`src/rtl/input_debounce_edge_pkg.sv`:
```
`default_nettype none
// ============================================================================
// Module      : input_debounce_edge_pkg
// Description : Shared constants and helper functions for the debounce/edge
//               front end: edge-mode encodings, counter width and edge match.
// Revision    : 1.0 - initial release
// ============================================================================
package input_debounce_edge_pkg;

    // Edge-mode encodings for the EDGE_MODE parameter
    localparam int EDGE_RISE = 0;
    localparam int EDGE_FALL = 1;
    localparam int EDGE_BOTH = 2;

    // Stability counter width: max(1, clog2(cycles))
    function automatic int cnt_width(input int cycles);
        return (cycles <= 1) ? 1 : $clog2(cycles);
    endfunction

    // True when a level transition to new_level should raise an event
    function automatic logic edge_match(input int mode, input logic new_level);
        case (mode)
            EDGE_RISE: return new_level;
            EDGE_FALL: return ~new_level;
            default:   return 1'b1;
        endcase
    endfunction

endpackage
`default_nettype wire

```
`src/rtl/input_debounce_edge_db_channel.sv`:
```
`default_nettype none
// ============================================================================
// Module      : db_channel
// Description : Single-bit synchroniser, glitch-reject filter, stable-level
//               register and edge event pulse.
// Revision    : 1.0 - initial release
// ============================================================================
module db_channel
    import input_debounce_edge_pkg::*;
#(
    parameter int SYNC_STAGES = 2,
    parameter int DB_CYCLES   = 16,
    parameter int EDGE_MODE   = EDGE_RISE
) (
    input  logic clk,
    input  logic rst_n,
    input  logic sw_i,
    output logic level_o,
    output logic pulse_o,
    output logic pulse_set_o
);

    localparam int            c_CNT_W   = cnt_width(DB_CYCLES);
    localparam logic [c_CNT_W-1:0] c_CNT_MAX = c_CNT_W'(DB_CYCLES - 1);

    logic [SYNC_STAGES-1:0] sync_q;
    logic [c_CNT_W-1:0]     cnt_q;
    logic [c_CNT_W-1:0]     cnt_d;
    logic                   level_q;
    logic                   level_d;
    logic                   pulse_q;
    logic                   pulse_d;
    logic                   w_sync;

    assign w_sync = sync_q[SYNC_STAGES-1];

    // Shift the raw input through the synchroniser chain
    always_ff @(posedge clk or negedge rst_n) begin
        if (!rst_n) begin
            sync_q <= '0;
        end else begin
            sync_q <= {sync_q[SYNC_STAGES-2:0], sw_i};
        end
    end

    // Count consecutive disagreement; any agreement restarts the count
    always_comb begin
        cnt_d   = cnt_q;
        level_d = level_q;
        pulse_d = 1'b0;
        if (w_sync == level_q) begin
            cnt_d = '0;
        end else if (cnt_q == c_CNT_MAX) begin
            level_d = w_sync;
            cnt_d   = '0;
            pulse_d = edge_match(EDGE_MODE, w_sync);
        end else begin
            cnt_d = cnt_q + c_CNT_W'(1);
        end
    end

    // Counter, accepted level and event pulse registers
    always_ff @(posedge clk or negedge rst_n) begin
        if (!rst_n) begin
            cnt_q   <= '0;
            level_q <= 1'b0;
            pulse_q <= 1'b0;
        end else begin
            cnt_q   <= cnt_d;
            level_q <= level_d;
            pulse_q <= pulse_d;
        end
    end

    assign level_o     = level_q;
    assign pulse_o     = pulse_q;
    assign pulse_set_o = pulse_d;

endmodule
`default_nettype wire

```
`src/rtl/input_debounce_edge.sv`:
```
`default_nettype none
// ============================================================================
// Module      : input_debounce_edge
// Description : Multi-channel switch front end. Each channel is synchronised,
//               debounced and produces a one-cycle pulse on the selected edge.
//               Define INPUT_DEBOUNCE_EVT_LATCH_EN to add sticky per-channel
//               event flags (evt_pending_o) with clear inputs (evt_clr_i).
// Revision    : 1.0 - initial release
// ============================================================================
module input_debounce_edge
    import input_debounce_edge_pkg::*;
#(
    parameter int N_CH        = 4,
    parameter int SYNC_STAGES = 2,
    parameter int DB_CYCLES   = 16,
    parameter int EDGE_MODE   = EDGE_RISE
) (
    input  logic            clk,
    input  logic            rst_n,
    input  logic [N_CH-1:0] sw_i,
`ifdef INPUT_DEBOUNCE_EVT_LATCH_EN
    input  logic [N_CH-1:0] evt_clr_i,
    output logic [N_CH-1:0] evt_pending_o,
`endif
    output logic [N_CH-1:0] level_o,
    output logic [N_CH-1:0] pulse_o,
    output logic            any_pulse_o
);

    logic [N_CH-1:0] w_pulse_set;
    logic            any_pulse_q;

    for (genvar i = 0; i < N_CH; i++) begin : g_ch
        db_channel #(
            .SYNC_STAGES (SYNC_STAGES),
            .DB_CYCLES   (DB_CYCLES),
            .EDGE_MODE   (EDGE_MODE)
        ) u_ch (
            .clk         (clk),
            .rst_n       (rst_n),
            .sw_i        (sw_i[i]),
            .level_o     (level_o[i]),
            .pulse_o     (pulse_o[i]),
            .pulse_set_o (w_pulse_set[i])
        );
    end

    // Register the OR of next-cycle pulse conditions so it aligns with pulse_o
    always_ff @(posedge clk or negedge rst_n) begin
        if (!rst_n) begin
            any_pulse_q <= 1'b0;
        end else begin
            any_pulse_q <= |w_pulse_set;
        end
    end

    assign any_pulse_o = any_pulse_q;

`ifdef INPUT_DEBOUNCE_EVT_LATCH_EN
    logic [N_CH-1:0] evt_pending_q;
    logic [N_CH-1:0] evt_pending_d;

    // Sticky flags: a pulse sets the bit and overrides a simultaneous clear
    always_comb begin
        evt_pending_d = (evt_pending_q & ~evt_clr_i) | pulse_o;
    end

    // Event flag register
    always_ff @(posedge clk or negedge rst_n) begin
        if (!rst_n) begin
            evt_pending_q <= '0;
        end else begin
            evt_pending_q <= evt_pending_d;
        end
    end

    assign evt_pending_o = evt_pending_q;
`endif

endmodule
`default_nettype wire

```
`config.mk`:
```
export PLATFORM = sky130hd
export DESIGN_NAME = input_debounce_edge
export DESIGN_NICKNAME = d
export VERILOG_FILES = /design/src/rtl/input_debounce_edge_pkg.sv /design/src/rtl/input_debounce_edge_db_channel.sv /design/src/rtl/input_debounce_edge.sv
export SDC_FILE = /design/constraint.sdc
export NUM_CORES = 1
export LEC_CHECK = 0
export CAP_MARGIN = 20
export CORE_MARGIN = 2
export CORE_UTILIZATION = 40
export CTS_BUF_LIST = sky130_fd_sc_hd__clkbuf_16
export DETAILED_ROUTE_END_ITERATION = 10
export PLACE_DENSITY = 0.65
export SYNTH_ARGS = -nofsm -noshare
export SYNTH_HDL_FRONTEND = slang
export SYNTH_HIERARCHICAL = 1
export SYNTH_SLANG_ARGS = --single-unit
export TNS_END_PERCENT = 1
```
`constraint.sdc`:
```
create_clock -name clk -period 2 [get_ports clk]
set_input_delay 0.2 -clock clk [delete_from_list [all_inputs] [get_ports clk]]
set_output_delay 0.2 -clock clk [all_outputs]
set_load 0.02 [all_outputs]
```
* Word level (Yosys, flattened, before mapping)
Cells that the tools add are included.
Cells by class: muxes and demuxes 16, $mul 0, add/subtract/negate cells 4, reductions and logical operators 5, bitwise gates (word level) 4, equal/unequal tests 8, shift operators 0, divide/modulo/power cells 0, order comparisons 0
Operators by type and width (number):
- $mux 4 | 8
- $add 4x1->4 const B | 4
- $eq 4x4->1 const B | 4
- $mux 1 | 8
- $reduce_and 2->1 | 4
- $eq 1x1->1 | 4
- $not 1->1 | 4
- $reduce_or 4->1 | 1
Word-level totals: memory bits (writable) 0, memory bits (read-only) 0, memories kept 0, flip-flop bits (word level) 33, bits in latches 0, input port bits 6, output and inout bits 9

* Longest topological paths before layout
Gate-level depths: netlist (run 1).
depth after elaboration 4, mapped depth 4, gate-level depth less buffers 4

* Hierarchy
Netlist (run 1), hierarchy kept.
Modules (own cells, without submodules):
- db_channel | instances 4, cells an instance 22, area an instance 312.8 um2
- input_debounce_edge | instances 1, cells an instance 2, area an instance 32.5 um2

* Worst setup path after synthesis (run 1)
OpenSTA, ideal clock, no wires.
kind register to register, start point reg g_ch[1].u_ch.cnt_q[0], end point reg any_pulse_q (netlist: any_pulse_o), data arrival time 1.277 ns, stages on the path, launching flop included 5, setup slack 0.584 ns, clock period less this slack 1.416 ns, buffers on the path 0, cell sequence dfrtp_1 ha_1 nand3_2 nor3b_1 or4_1
On the way: cells in the longest elaborated chain, start to end 4
Ends and longest elaborated chain:
- from (decl) | line input_debounce_edge_db_channel.sv:27 | logic [c_CNT_W-1:0] cnt_q;
- from (signal assigned) | line input_debounce_edge_db_channel.sv:69 | cnt_q <= cnt_d;
- $eq 4x4->1 | line input_debounce_edge_db_channel.sv:53 | end else if (cnt_q == c_CNT_MAX) begin
- $mux 1 | line input_debounce_edge_db_channel.sv:53
- $mux 1 | line input_debounce_edge_db_channel.sv:51 | if (w_sync == level_q) begin
- net w_pulse_set[1] | line input_debounce_edge.sv:30 | logic [N_CH-1:0] w_pulse_set;
- $reduce_or 4->1 | line input_debounce_edge.sv:53 | any_pulse_q <= |w_pulse_set;
- to (signal assigned) | line input_debounce_edge.sv:53
- to (decl) | line input_debounce_edge.sv:31 | logic any_pulse_q;
The timed path passes the listed nets, and every way through them passes these cells. A chain may end at the register's enable or synchronous reset.

* Final worst setup path (run 1)
start point reg g_ch[3].u_ch.level_q, end point out level_o[3]
RTL lines:
- from (decl) | line input_debounce_edge_db_channel.sv:29 | logic level_q;
- from (signal assigned) | line input_debounce_edge_db_channel.sv:70 | level_q <= level_d;
- to (decl) | line input_debounce_edge.sv:25 | output logic [N_CH-1:0] level_o,
No word-level cell between the ends.

==> metrics.log, run 1 <==
INFO  metric outcome = finished clean
INFO  metric postSynthAreaPerCell = 14.3 um2
INFO  metric p_seq_share = 48.8%
INFO  metric synth-async-reset-ratio = 100%
INFO  metric number_of_routed_nets_with_antenna_violations = 0
INFO  metric placed_area = 0.00149 mm2
INFO  metric top_layer = met4
INFO  metric r2r_slack = 0.53 ns
INFO  metric grt_antenna_before_repair = 0
INFO  metric drtPass1Iterations = 4
INFO  metric stdcell_area = 0.00162 mm2
INFO  metric std_cell_rows = 20
INFO  metric postCtsSetupBuffers = 0
INFO  metric drt_first_iter_violations = 14
INFO  metric ys_types = 14
INFO  metric post_route_cells_drive_above_1_share = 16.8%
INFO  metric finalMaxSlewViolations = 0
INFO  metric root_buffer = sky130_fd_sc_hd__clkbuf_16
INFO  metric cap_viol_max_count = 0
INFO  metric synth.most_common_cell = sky130_fd_sc_hd__dfrtp_1
INFO  metric maxSlewHeadroom = 73.1%
INFO  metric routedWlPerCell = 12.0 um
INFO  metric synth_top_cell_area_share = 64.3%
INFO  metric min_period_over_period = 75.6%
INFO  metric met2_wirelength = 854 um
INFO  metric p_leak = 0.000703 uW
INFO  metric dpl.hpwl = 1280 um
INFO  metric grt_pass1_vias = 721
INFO  metric postSynthNetCount = 100
INFO  metric critical_path.top_delay_family = buffers and inverters
INFO  metric num_vias = 733
INFO  metric hold_class = input pin to async pin
INFO  metric num_io_pins = 15
INFO  metric worstPathBufferInverterCount = 1
INFO  metric clock_latency_of_the_later_clocked_register_in_the_worst_skew_pair = 0.27 ns
INFO  metric p_switching = 298 uW
INFO  metric wirelength = 1880 um
INFO  metric postSynthRegisterBits = 33
INFO  metric critical-path-slowest-cell = sky130_fd_sc_hd__clkdlybuf4s50_1
INFO  metric cts-root-to-sink-buffers = 2
INFO  metric portBuffers = 14
INFO  metric count_of_flip_flops_with_a_built_in_enable_after_synthesis = 0
INFO  metric wl_met3 = 90 um
INFO  metric worst_r2r_path_depth = 4
INFO  metric path_cells = clkdlybuf4s50_1
INFO  metric yosys_most_used_dff = sky130_fd_sc_hd__dfrtp_1
INFO  metric peakVddDrop = 548 uV
INFO  metric timing.critical_path.required = 1.80 ns
INFO  metric grt_pass1_wl = 3330 um
INFO  metric crit_path_end = level_o[3]
INFO  metric p_sw_share = 20.1%
INFO  metric path_clk_slew = 0.05 ns
INFO  metric initial_utilization = 42.0%
INFO  metric net_count_reported_at_finish = 122
INFO  metric drt-met1-wl = 912 um
INFO  metric die_width = 60.7 um
INFO  metric synth-seq-area-share = 64.3%
INFO  metric routabilityCongestion = 0.815
INFO  metric netlist_top_cells_area = sky130_fd_sc_hd__dfrtp_1 64%, sky130_fd_sc_hd__xnor2_1 5.5%, sky130_fd_sc_hd__mux2_4 4.7%
INFO  metric pwr-share-clk = 46.1%
INFO  metric synthesis.instances = 90
INFO  metric design.die.area = 0.00368 mm2
INFO  metric rr_startpoint = g_ch[0].u_ch/cnt_q[0]
INFO  metric critical_path.startpoint = g_ch[3].u_ch/level_o
INFO  metric path_depth = 1
INFO  metric drc_errors = 0
INFO  metric yosysTopAreaCell = sky130_fd_sc_hd__dfrtp_1
INFO  metric yosys_warnings = 6
INFO  metric timing.final.hold_violations = 0
INFO  metric cts.hold.buffers_added = 0
INFO  metric critical_path.reg2reg.endpoint = any_pulse_o
INFO  metric cp_data_arrival_time = 1.31 ns
INFO  metric setup_repair_after_global_routing_missed_its_margin = false
INFO  metric critPathKind = flop to output pin
INFO  metric area_delta_synth_final = 26.5%
INFO  metric setup-violations-final = 0
INFO  metric cts_buffers = 5
INFO  metric startpoint_kind_of_the_worst_setup_timing_path = flop
INFO  metric internal-power = 1180 uW
INFO  metric critPathMaxFanout = 4
INFO  metric finalWorstPathRequiredPeriod = 1.51 ns
INFO  metric design_power_total = 1480 uW
INFO  metric clkSinkCount = 33
INFO  metric measured_slew_at_the_worst_slew_check_pin = 0.403 ns
INFO  metric cts_tree = built
INFO  metric ctsHtreeMaxLevel = 2
INFO  metric cp-end-kind = output pin
INFO  metric power_density = 912 mW/mm2
INFO  metric maximum_number_of_pins_on_one_net_before_global_route_repair = 34
INFO  metric comb_power_share = 5.0%
INFO  metric core_region_area = 0.00305 mm2
INFO  metric global_route.overflow_total = 0
INFO  metric die_height = 60.7 um
INFO  metric diodes = 0
INFO  metric synth_area = 0.00128 mm2
INFO  metric viasPerCell = 4.67
INFO  metric timing.clock.skew = 0.00318 ns
INFO  metric tns = 0 ns
INFO  metric groute.usage.overall = 13.1%
INFO  metric cpPeakStageDelay = 0.63 ns
INFO  metric fmaxAchievable = 0.661 GHz
INFO  metric synthTopCellsByCount = 33 x sky130_fd_sc_hd__dfrtp_1, 8 x sky130_fd_sc_hd__a21oi_1, 8 x sky130_fd_sc_hd__xnor2_1
INFO  metric cts-resized-gates = 0
## final cells by class
class,instances,area (um2)
clock buffer,5,125
sequential,33,826
clock inverter,3,12.5
tap,44,55.1
multi-input combinational,53,443
inverter,4,15.0
fill,266,1430
timing repair buffer,15,148
## worst min-delay path by stage
stage | from | to | slack [ns] | cells past startpoint
finish | rst_n | g_ch[1].u_ch/sync_q[1] | 0.33 | 2
global route | g_ch[3].u_ch/sync_q[0] | g_ch[3].u_ch/sync_q[1] | 0.35 | 0
CTS | rst_n | g_ch[1].u_ch/level_o | 0.34 | 2
detailed placement | g_ch[2].u_ch/sync_q[0] | g_ch[2].u_ch/sync_q[1] | 0.34 | 0
global placement | g_ch[0].u_ch/sync_q[0] | g_ch[0].u_ch/sync_q[1] | 0.33 | 0
floorplan | rst_n | any_pulse_o | -0.1 | 0
## metrics by stage
step	utilization (%)	hold WS (ns)	std cells	setup WS (ns)
after floorplan	-	-0.0956	90	0.584
after CTS	53.2	0.341	157	0.478
final	53.2	0.328	157	0.488
after global routing	53.2	0.351	157	0.441
after detailed placement	48.7	0.336	149	0.536
after global placement	48.7	0.334	149	0.547
## power groups by stage
stage	clock [uW]	sequential, uW	combinational (uW)
after floorplan	0	728	43.6
after global placement	0	731	73.2
after detailed placement	0	733	75.4
after CTS	706	723	77.0
after global routing	753	727	86.6
final	683	723	74.7
## cells in the final DEF (no fill, tap or decap), types with 2 or more instances in the layout
master	netlist	routed
sky130_fd_sc_hd__nand4b_1	4	4
sky130_fd_sc_hd__nor2_1	4	4
sky130_fd_sc_hd__a21oi_1	8	8
sky130_fd_sc_hd__nor2b_1	4	4
sky130_fd_sc_hd__xnor2_1	8	8
sky130_fd_sc_hd__inv_1	4	4
sky130_fd_sc_hd__mux2_4	4	4
sky130_fd_sc_hd__clkbuf_16	0	5
sky130_fd_sc_hd__ha_1	4	4
sky130_fd_sc_hd__nor3b_2	4	4
sky130_fd_sc_hd__clkdlybuf4s50_1	0	14
sky130_fd_sc_hd__o21ai_0	4	4
sky130_fd_sc_hd__nand3_2	4	4
sky130_fd_sc_hd__clkinv_1	0	2
sky130_fd_sc_hd__dfrtp_1	33	33
sky130_fd_sc_hd__nor3b_1	4	4
## metal layers
layer  global-route usage [%]  vias up
li1                         -      359
met1                     17.0      357
met2                     18.4       15
met3                     5.76        2
met4                     7.45        0
met5                        0        -
## flip-flops by register name (all words and copies together) (netlist names)
register           count
g_ch.u_ch/cnt_q       16
g_ch.u_ch/sync_q       8
g_ch.u_ch/level_o      4
g_ch.u_ch/pulse_o      4
any_pulse_o            1
## logic make-up (layout without fill, tap and decap cells)
kind of cell	count (synthesis)	count (layout)	synth area share (%)
muxes	4	4	4.68
and+or+nand+nor	25	25	15.8
AOI/OAI and AO/OA	12	12	4.68
buffers and inverters	4	27	1.17
xor gates and xnor gates	8	8	5.46
DFF	33	33	64.3
adders and majority gates	4	4	3.90
No activity file was read; power rests on OpenSTA's default activity.
==> inputs of run 2 (changes only) <==
Clock period 2 ns to 1.5 ns, I/O delays scaled along.
==> metrics.log, run 2 (synthesis gave the netlist of run 1 again) <==
INFO  metric outcome = finished clean (unchanged)
INFO  metric drtPass1Iterations = 4 (unchanged)
INFO  metric fmaxAchievable = 0.685 GHz
INFO  metric critical-path-slowest-cell = sky130_fd_sc_hd__clkdlybuf4s50_1 (unchanged)
INFO  metric critical_path.top_delay_family = buffers and inverters (unchanged)
INFO  metric finish.utilization = 53.7% (was 53.2%)
INFO  metric drt_first_iter_violations = 21 (was 14)
INFO  metric maxSlewHeadroom = 72.7% (was 73.1%)
INFO  metric comb_power_share = 5.4% (was 5.0%)
INFO  metric grt_pass1_vias = 752 (was 721)
INFO  metric measured_slew_at_the_worst_slew_check_pin = 0.407 ns (was 0.403 ns)
INFO  metric p_leak = 0.000724 uW (was 0.000703 uW)
INFO  metric most-common-layout-cells = 33 x sky130_fd_sc_hd__dfrtp_1, 13 x sky130_fd_sc_hd__clkdlybuf4s50_1, 8 x sky130_fd_sc_hd__xnor2_1, 8 x sky130_fd_sc_hd__a21oi_1, 5 x sky130_fd_sc_hd__clkbuf_16 (was 33 x sky130_fd_sc_hd__dfrtp_1, 14 x sky130_fd_sc_hd__clkdlybuf4s50_1, 8 x sky130_fd_sc_hd__xnor2_1, 8 x sky130_fd_sc_hd__a21oi_1, 5 x sky130_fd_sc_hd__clkbuf_16)
INFO  metric dp_worst_setup_slack = 0.0728 ns (was 0.536 ns)
INFO  metric most_common_library_cell_in_the_layout_ignoring_fill_and_taps = sky130_fd_sc_hd__dfrtp_1 (unchanged)
INFO  metric diodes = 0 (unchanged)
INFO  metric wirelength = 1970 um (was 1880 um)
INFO  metric startpoint_kind_of_the_worst_setup_timing_path = flop (unchanged)
INFO  metric cts-root-to-sink-buffers = 2 (unchanged)
INFO  metric drc_errors = 0 (unchanged)
INFO  metric registers.top_by_ff_count = g_ch.u_ch/cnt_q (unchanged)
INFO  metric hold_class = input pin to async pin (unchanged)
INFO  metric initial_utilization = 42.0% (unchanged)
INFO  metric grt_antenna_before_repair = 0 (unchanged)
INFO  metric clkSinkCount = 33 (unchanged)
INFO  metric cts_tree = built (unchanged)
INFO  metric std_cell_rows = 20 (unchanged)
INFO  metric die_width = 60.7 um (unchanged)
INFO  metric core_region_area = 0.00305 mm2 (unchanged)
INFO  metric die_height = 60.7 um (unchanged)
INFO  metric reg.largest.list = g_ch.u_ch/cnt_q: 16 flops, g_ch.u_ch/sync_q: 8 flops (unchanged)
INFO  metric path_clk_slew = 0.05 ns (about the same)
INFO  metric groute.usage.overall = 13.4% (was 13.1%)
INFO  metric cts.hold.buffers_added = 0 (unchanged)
INFO  metric finalWorstPathRequiredPeriod = 1.46 ns
INFO  metric portBuffers = 14 (unchanged)
INFO  metric routabilityCongestion = 0.709 (was 0.815)
INFO  metric global_route.overflow_total = 0 (unchanged)
INFO  metric area_delta_synth_final = 27.7% (was 26.5%)
INFO  metric p_sw_share = 19.9% (was 20.1%)
INFO  metric post-route-worst-setup-slack = 0.0403 ns (was 0.488 ns)
INFO  metric cap_viol_max_count = 0 (unchanged)
INFO  metric power_density = 1200 mW/mm2 (was 912 mW/mm2)
INFO  metric critPathMaxFanout = 4 (unchanged)
INFO  metric cpPeakStageDelay = 0.63 ns (about the same)
INFO  metric routedWlPerCell = 12.5 um (was 12.0 um)
INFO  metric cts_buffers = 5 (unchanged)
INFO  metric dpl.hpwl = 1360 um (was 1280 um)
INFO  metric cp_data_arrival_time = 1.31 ns (about the same)
INFO  metric critPathKind = flop to output pin (unchanged)
INFO  metric ctsHtreeMaxLevel = 2 (unchanged)
INFO  metric num_vias = 734 (was 733)
INFO  metric maximum_number_of_pins_on_one_net_before_global_route_repair = 34 (unchanged)
INFO  metric min_period_over_period = 97.3%
INFO  metric cp-end-kind = output pin (unchanged)
INFO  metric net_count_reported_at_finish = 124 (was 122)
INFO  metric worstPathBufferInverterCount = 1 (unchanged)
INFO  metric timing.final.hold_violations = 0 (unchanged)
INFO  metric tns = 0 ns (unchanged)
INFO  metric path_cells = clkdlybuf4s50_1 (unchanged)
INFO  metric design.die.area = 0.00368 mm2 (unchanged)
INFO  metric post_route_cells_drive_above_1_share = 20.4% (was 16.8%)
INFO  metric p_seq_share = 49.0% (was 48.8%)
INFO  metric p_switching = 391 uW (was 298 uW)
INFO  metric number_of_routed_nets_with_antenna_violations = 0 (unchanged)
INFO  metric clock_latency_of_the_later_clocked_register_in_the_worst_skew_pair = 0.27 ns (about the same)
INFO  metric peakVddDrop = 605 uV (was 548 uV)
INFO  metric timing.clock.skew = 0.00483 ns (was 0.00318 ns)
INFO  metric root_buffer = sky130_fd_sc_hd__clkbuf_16 (unchanged)
INFO  metric largest_register_ffs = 16 (unchanged)
INFO  metric grt_pass1_wl = 3330 um (unchanged)
INFO  metric viasPerCell = 4.68 (was 4.67)
INFO  metric timing.critical_path.required = 1.35 ns (was 1.80 ns)
INFO  metric setup_repair_after_global_routing_missed_its_margin = false (unchanged)
INFO  metric setup-violations-final = 0 (unchanged)
INFO  metric finalMaxSlewViolations = 0 (unchanged)
INFO  metric internal-power = 1570 uW (was 1180 uW)
INFO  metric pwr-share-clk = 45.6% (was 46.1%)
INFO  metric postCtsSetupBuffers = 0 (unchanged)
INFO  metric num_io_pins = 15 (unchanged)
==> run 2: cell count changes in the layout (fill, tap and decap cells not counted) <==
cell,delta
sky130_fd_sc_hd__clkinv_1,-2
sky130_fd_sc_hd__dlymetal6s2s_1,+1
sky130_fd_sc_hd__ha_1,-2
sky130_fd_sc_hd__ha_2,+2
sky130_fd_sc_hd__buf_4,+2
sky130_fd_sc_hd__clkdlybuf4s50_1,-1
==> run 2: timing repair <==
action                                 4_1_cts  5_1_grt
endpoints found under the hold margin        0        0
setup endpoints to repair                    0        2
resized for setup                            0        3
==> run 2: path summary, 6_finish.rpt <==
| check | start | to | slack [ns] | cells past startpoint |
|---|---|---|---|---|
| min in group clk | sw_i[0] | g_ch[0].u_ch/sync_q[0] | 0.32 | 1 |
| worst max register to register | g_ch[0].u_ch/cnt_q[1] | any_pulse_o | 0.09 | 4 |
| worst min-delay path | rst_n | g_ch[1].u_ch/sync_q[0] | 0.27 | 2 |
| worst min register to register | g_ch[1].u_ch/sync_q[0] | g_ch[1].u_ch/sync_q[1] | 0.34 | 0 |
| worst max-delay path | g_ch[2].u_ch/level_o | level_o[2] | 0.04 | 1 |
| max in group asynchronous | rst_n | g_ch[0].u_ch/cnt_q[2] | 0.93 | 2 |
==> run 2: final cells by class <==
class | instances | area [um2]
fill | 279 | 1410
tap | 44 | 55.1
clock inverter | 1 | 5.00
clock buffer | 5 | 125
inverter | 4 | 15.0
sequential | 33 | 826
timing repair buffer | 17 | 165
multi-input combinational | 53 | 448
==> run 2: per-stage QoR <==
step                hold slack [ns]  area (um2)  total power [uW]  cells
floorplan                    -0.146        1280              1030     90
global placement              0.333        1500              1080    151
detailed placement            0.335        1500              1080    151
CTS                           0.285        1630              2000    157
global route                  0.311        1640              2070    157
finish                        0.274        1640              1970    157
==> run 2: power groups by stage <==
stage | clock network, uW | registers (uW) | logic, uW
3_5_place_dp | 0 | 976 | 107
3_3_place_gp | 0 | 973 | 104
6_report | 896 | 964 | 106
4_1_cts | 927 | 962 | 108
5_1_grt | 974 | 968 | 123
2_1_floorplan | 0 | 971 | 58.2
==> run 2: per-layer routing <==
metal,share of wire (%),GRT usage [%],vias up
met5,0,0,-
met4,1.3,8.39,0
met3,5.4,7.04,4
met2,47,19.5,15
met1,46,15.5,358
li1,-,-,357
==> inputs of run 3 (changes only) <==
Settings changed: CORE_MARGIN 2 to unset, CTS_BUF_LIST sky130_fd_sc_hd__clkbuf_16 to unset.
==> metrics.log, run 3 (synthesis gave the netlist of run 1 again) <==
INFO  metric p_leak = 0.000709 uW (was 0.000724 uW)
INFO  metric postCtsSetupBuffers = 0 (unchanged)
INFO  metric path_cells = ha_1, nand3_2, nor3b_1, or4_1 (was clkdlybuf4s50_1)
INFO  metric critical_path.startpoint = g_ch[1].u_ch/cnt_q[0] (was g_ch[2].u_ch/level_o)
INFO  metric cp_data_arrival_time = 1.66 ns (was 1.31 ns)
INFO  metric startpoint_kind_of_the_worst_setup_timing_path = flop (unchanged)
INFO  metric critical_path.top_delay_family = simple AND/OR/NAND/NOR gates (was buffers and inverters)
INFO  metric critPathKind = flop to flop (was flop to output pin)
INFO  metric timing.final.hold_violations = 0 (unchanged)
INFO  metric min_period_over_period = 96.2% (was 97.3%)
INFO  metric cts-resized-gates = 4 (was 0)
INFO  metric finalWorstPathRequiredPeriod = 1.44 ns (was 1.46 ns)
INFO  metric die_width = 58.7 um (was 60.7 um)
INFO  metric hold_class = input pin to async pin (unchanged)
INFO  metric wirelength = 2020 um (was 1970 um)
INFO  metric grt_antenna_before_repair = 0 (unchanged)
INFO  metric num_io_pins = 15 (unchanged)
INFO  metric initial_utilization = 42.0% (unchanged)
INFO  metric clock_latency_of_the_later_clocked_register_in_the_worst_skew_pair = 0.33 ns (was 0.27 ns)
INFO  metric grt_pass1_vias = 752 (unchanged)
INFO  metric routedWlPerCell = 12.6 um (was 12.5 um)
INFO  metric cp-end-kind = flop (was output pin)
INFO  metric grt_pass1_wl = 3260 um (was 3330 um)
INFO  metric fmaxAchievable = 0.693 GHz (was 0.685 GHz)
INFO  metric core_region_area = 0.00305 mm2 (unchanged)
INFO  metric registers.top_by_ff_count = g_ch.u_ch/cnt_q (unchanged)
INFO  metric num_vias = 763 (was 734)
INFO  metric cap_viol_max_count = 0 (unchanged)
INFO  metric measured_slew_at_the_worst_slew_check_pin = 0.404 ns (was 0.407 ns)
INFO  metric power_density = 1030 mW/mm2 (was 1200 mW/mm2)
INFO  metric timing.clock.skew = 0.0108 ns (was 0.00483 ns)
INFO  metric groute.usage.overall = 13.6% (was 13.4%)
INFO  metric design_power_total = 1630 uW (was 1970 uW)
INFO  metric root_buffer = sky130_fd_sc_hd__clkbuf_4 (was sky130_fd_sc_hd__clkbuf_16)
INFO  metric most_common_library_cell_in_the_layout_ignoring_fill_and_taps = sky130_fd_sc_hd__dfrtp_1 (unchanged)
INFO  metric critical-path-slowest-cell = sky130_fd_sc_hd__or4_1 (was sky130_fd_sc_hd__clkdlybuf4s50_1)
INFO  metric design.die.area = 0.00344 mm2 (was 0.00368 mm2)
INFO  metric most-common-layout-cells = 33 x sky130_fd_sc_hd__dfrtp_1, 10 x sky130_fd_sc_hd__clkdlybuf4s50_1, 8 x sky130_fd_sc_hd__xnor2_1, 8 x sky130_fd_sc_hd__a21oi_1, 5 x sky130_fd_sc_hd__clkbuf_4 (was 33 x sky130_fd_sc_hd__dfrtp_1, 13 x sky130_fd_sc_hd__clkdlybuf4s50_1, 8 x sky130_fd_sc_hd__xnor2_1, 8 x sky130_fd_sc_hd__a21oi_1, 5 x sky130_fd_sc_hd__clkbuf_16)
INFO  metric finalMaxSlewViolations = 0 (unchanged)
INFO  metric viasPerCell = 4.77 (was 4.68)
INFO  metric drtPass1Iterations = 4 (unchanged)
INFO  metric critPathMaxFanout = 3 (was 4)
INFO  metric std_cell_rows = 20 (unchanged)
INFO  metric post-route-worst-setup-slack = 0.0573 ns (was 0.0403 ns)
INFO  metric path_clk_slew = 0.10 ns (was 0.05 ns)
INFO  metric net_count_reported_at_finish = 125 (was 124)
INFO  metric largest_register_ffs = 16 (unchanged)
INFO  metric cts.hold.buffers_added = 0 (unchanged)
INFO  metric number_of_routed_nets_with_antenna_violations = 0 (unchanged)
INFO  metric outcome = finished clean (unchanged)
INFO  metric die_height = 58.7 um (was 60.7 um)
INFO  metric setup-violations-final = 0 (unchanged)
INFO  metric ctsHtreeMaxLevel = 2 (unchanged)
INFO  metric maximum_number_of_pins_on_one_net_before_global_route_repair = 34 (unchanged)
INFO  metric worstPathBufferInverterCount = 0 (was 1)
INFO  metric dpl.hpwl = 1330 um (was 1360 um)
INFO  metric timing.critical_path.required = 1.71 ns (was 1.35 ns)
INFO  metric cts-root-to-sink-buffers = 2 (unchanged)
INFO  metric portBuffers = 14 (unchanged)
INFO  metric cts_buffers = 5 (unchanged)
INFO  metric maxSlewHeadroom = 72.9% (was 72.7%)
INFO  metric drt_first_iter_violations = 14 (was 21)
INFO  metric clkSinkCount = 33 (unchanged)
INFO  metric finish.utilization = 51.6% (was 53.7%)
INFO  metric rr_startpoint = g_ch[1].u_ch/cnt_q[0] (was g_ch[0].u_ch/cnt_q[1])
INFO  metric diodes = 0 (unchanged)
INFO  metric routabilityCongestion = 0.715 (was 0.709)
INFO  metric setup_repair_after_global_routing_missed_its_margin = false (unchanged)
INFO  metric reg.largest.list = g_ch.u_ch/cnt_q: 16 flops, g_ch.u_ch/sync_q: 8 flops (unchanged)
INFO  metric global_route.overflow_total = 0 (unchanged)
INFO  metric drc_errors = 0 (unchanged)
INFO  metric cpPeakStageDelay = 0.51 ns (was 0.63 ns)
INFO  metric dp_worst_setup_slack = 0.0659 ns (was 0.0728 ns)
INFO  metric tns = 0 ns (unchanged)
INFO  metric peakVddDrop = 587 uV (was 605 uV)
INFO  metric post_route_cells_drive_above_1_share = 20.7% (was 20.4%)
INFO  metric area_delta_synth_final = 22.6% (was 27.7%)
INFO  metric cts_tree = built (unchanged)
[run 3: final cells by class]
cell class / instances / area (um2)
Clock buffer: 7 / 65.1
Multi-Input combinational cell: 53 / 443
Clock inverter: 1 / 5.00
Sequential cell: 33 / 826
Tap cell: 44 / 55.1
Fill cell: 275 / 1480
Timing Repair Buffer: 18 / 165
Inverter: 4 / 15.0
[run 3: worst reg2reg max path, stage by stage (launching register included)]
cell                      delay (ns)
sky130_fd_sc_hd__dfrtp_1        0.40
sky130_fd_sc_hd__ha_1           0.26
sky130_fd_sc_hd__nand3_2        0.10
sky130_fd_sc_hd__nor3b_1        0.06
sky130_fd_sc_hd__or4_1          0.51
[run 3: final timing paths]
kind / to / slack (ns) / cells past startpoint
max reg2reg: any_pulse_o / 0.06 / 4
max in group asynchronous: g_ch[2].u_ch/pulse_o / 0.99 / 2
min in group clk: g_ch[0].u_ch/sync_q[0] / 0.25 / 1
min reg2reg: g_ch[2].u_ch/sync_q[1] / 0.36 / 0
max: any_pulse_o / 0.06 / 4
min: g_ch[1].u_ch/level_o / 0.21 / 2
[run 3: per-layer routing]
metal  vias up  track usage (%)  part of all wire, %
met4         0             6.12                  1.8
met3         5             6.81                  5.1
met1       379             15.6                   45
li1        362                -                    -
met2        17             21.3                   48
met5         -                0                    0
[run 3: through the flow]
stage                     cells  hold slack [ns]  instance area, um2
final                       160            0.208                1570
after global routing        160            0.231                1570
after CTS                   160            0.223                1570
after detailed placement    152            0.337                1510
after global placement      152            0.331                1510
after floorplan              90           -0.146                1280
[run 3: where the power goes]
part | total (uW) | switching, uW | internal, uW
Clock | 560 | 288 | 272
Combinational | 108 | 52.2 | 55.6
Sequential | 959 | 32.9 | 926
Total | 1630 | 373 | 1250
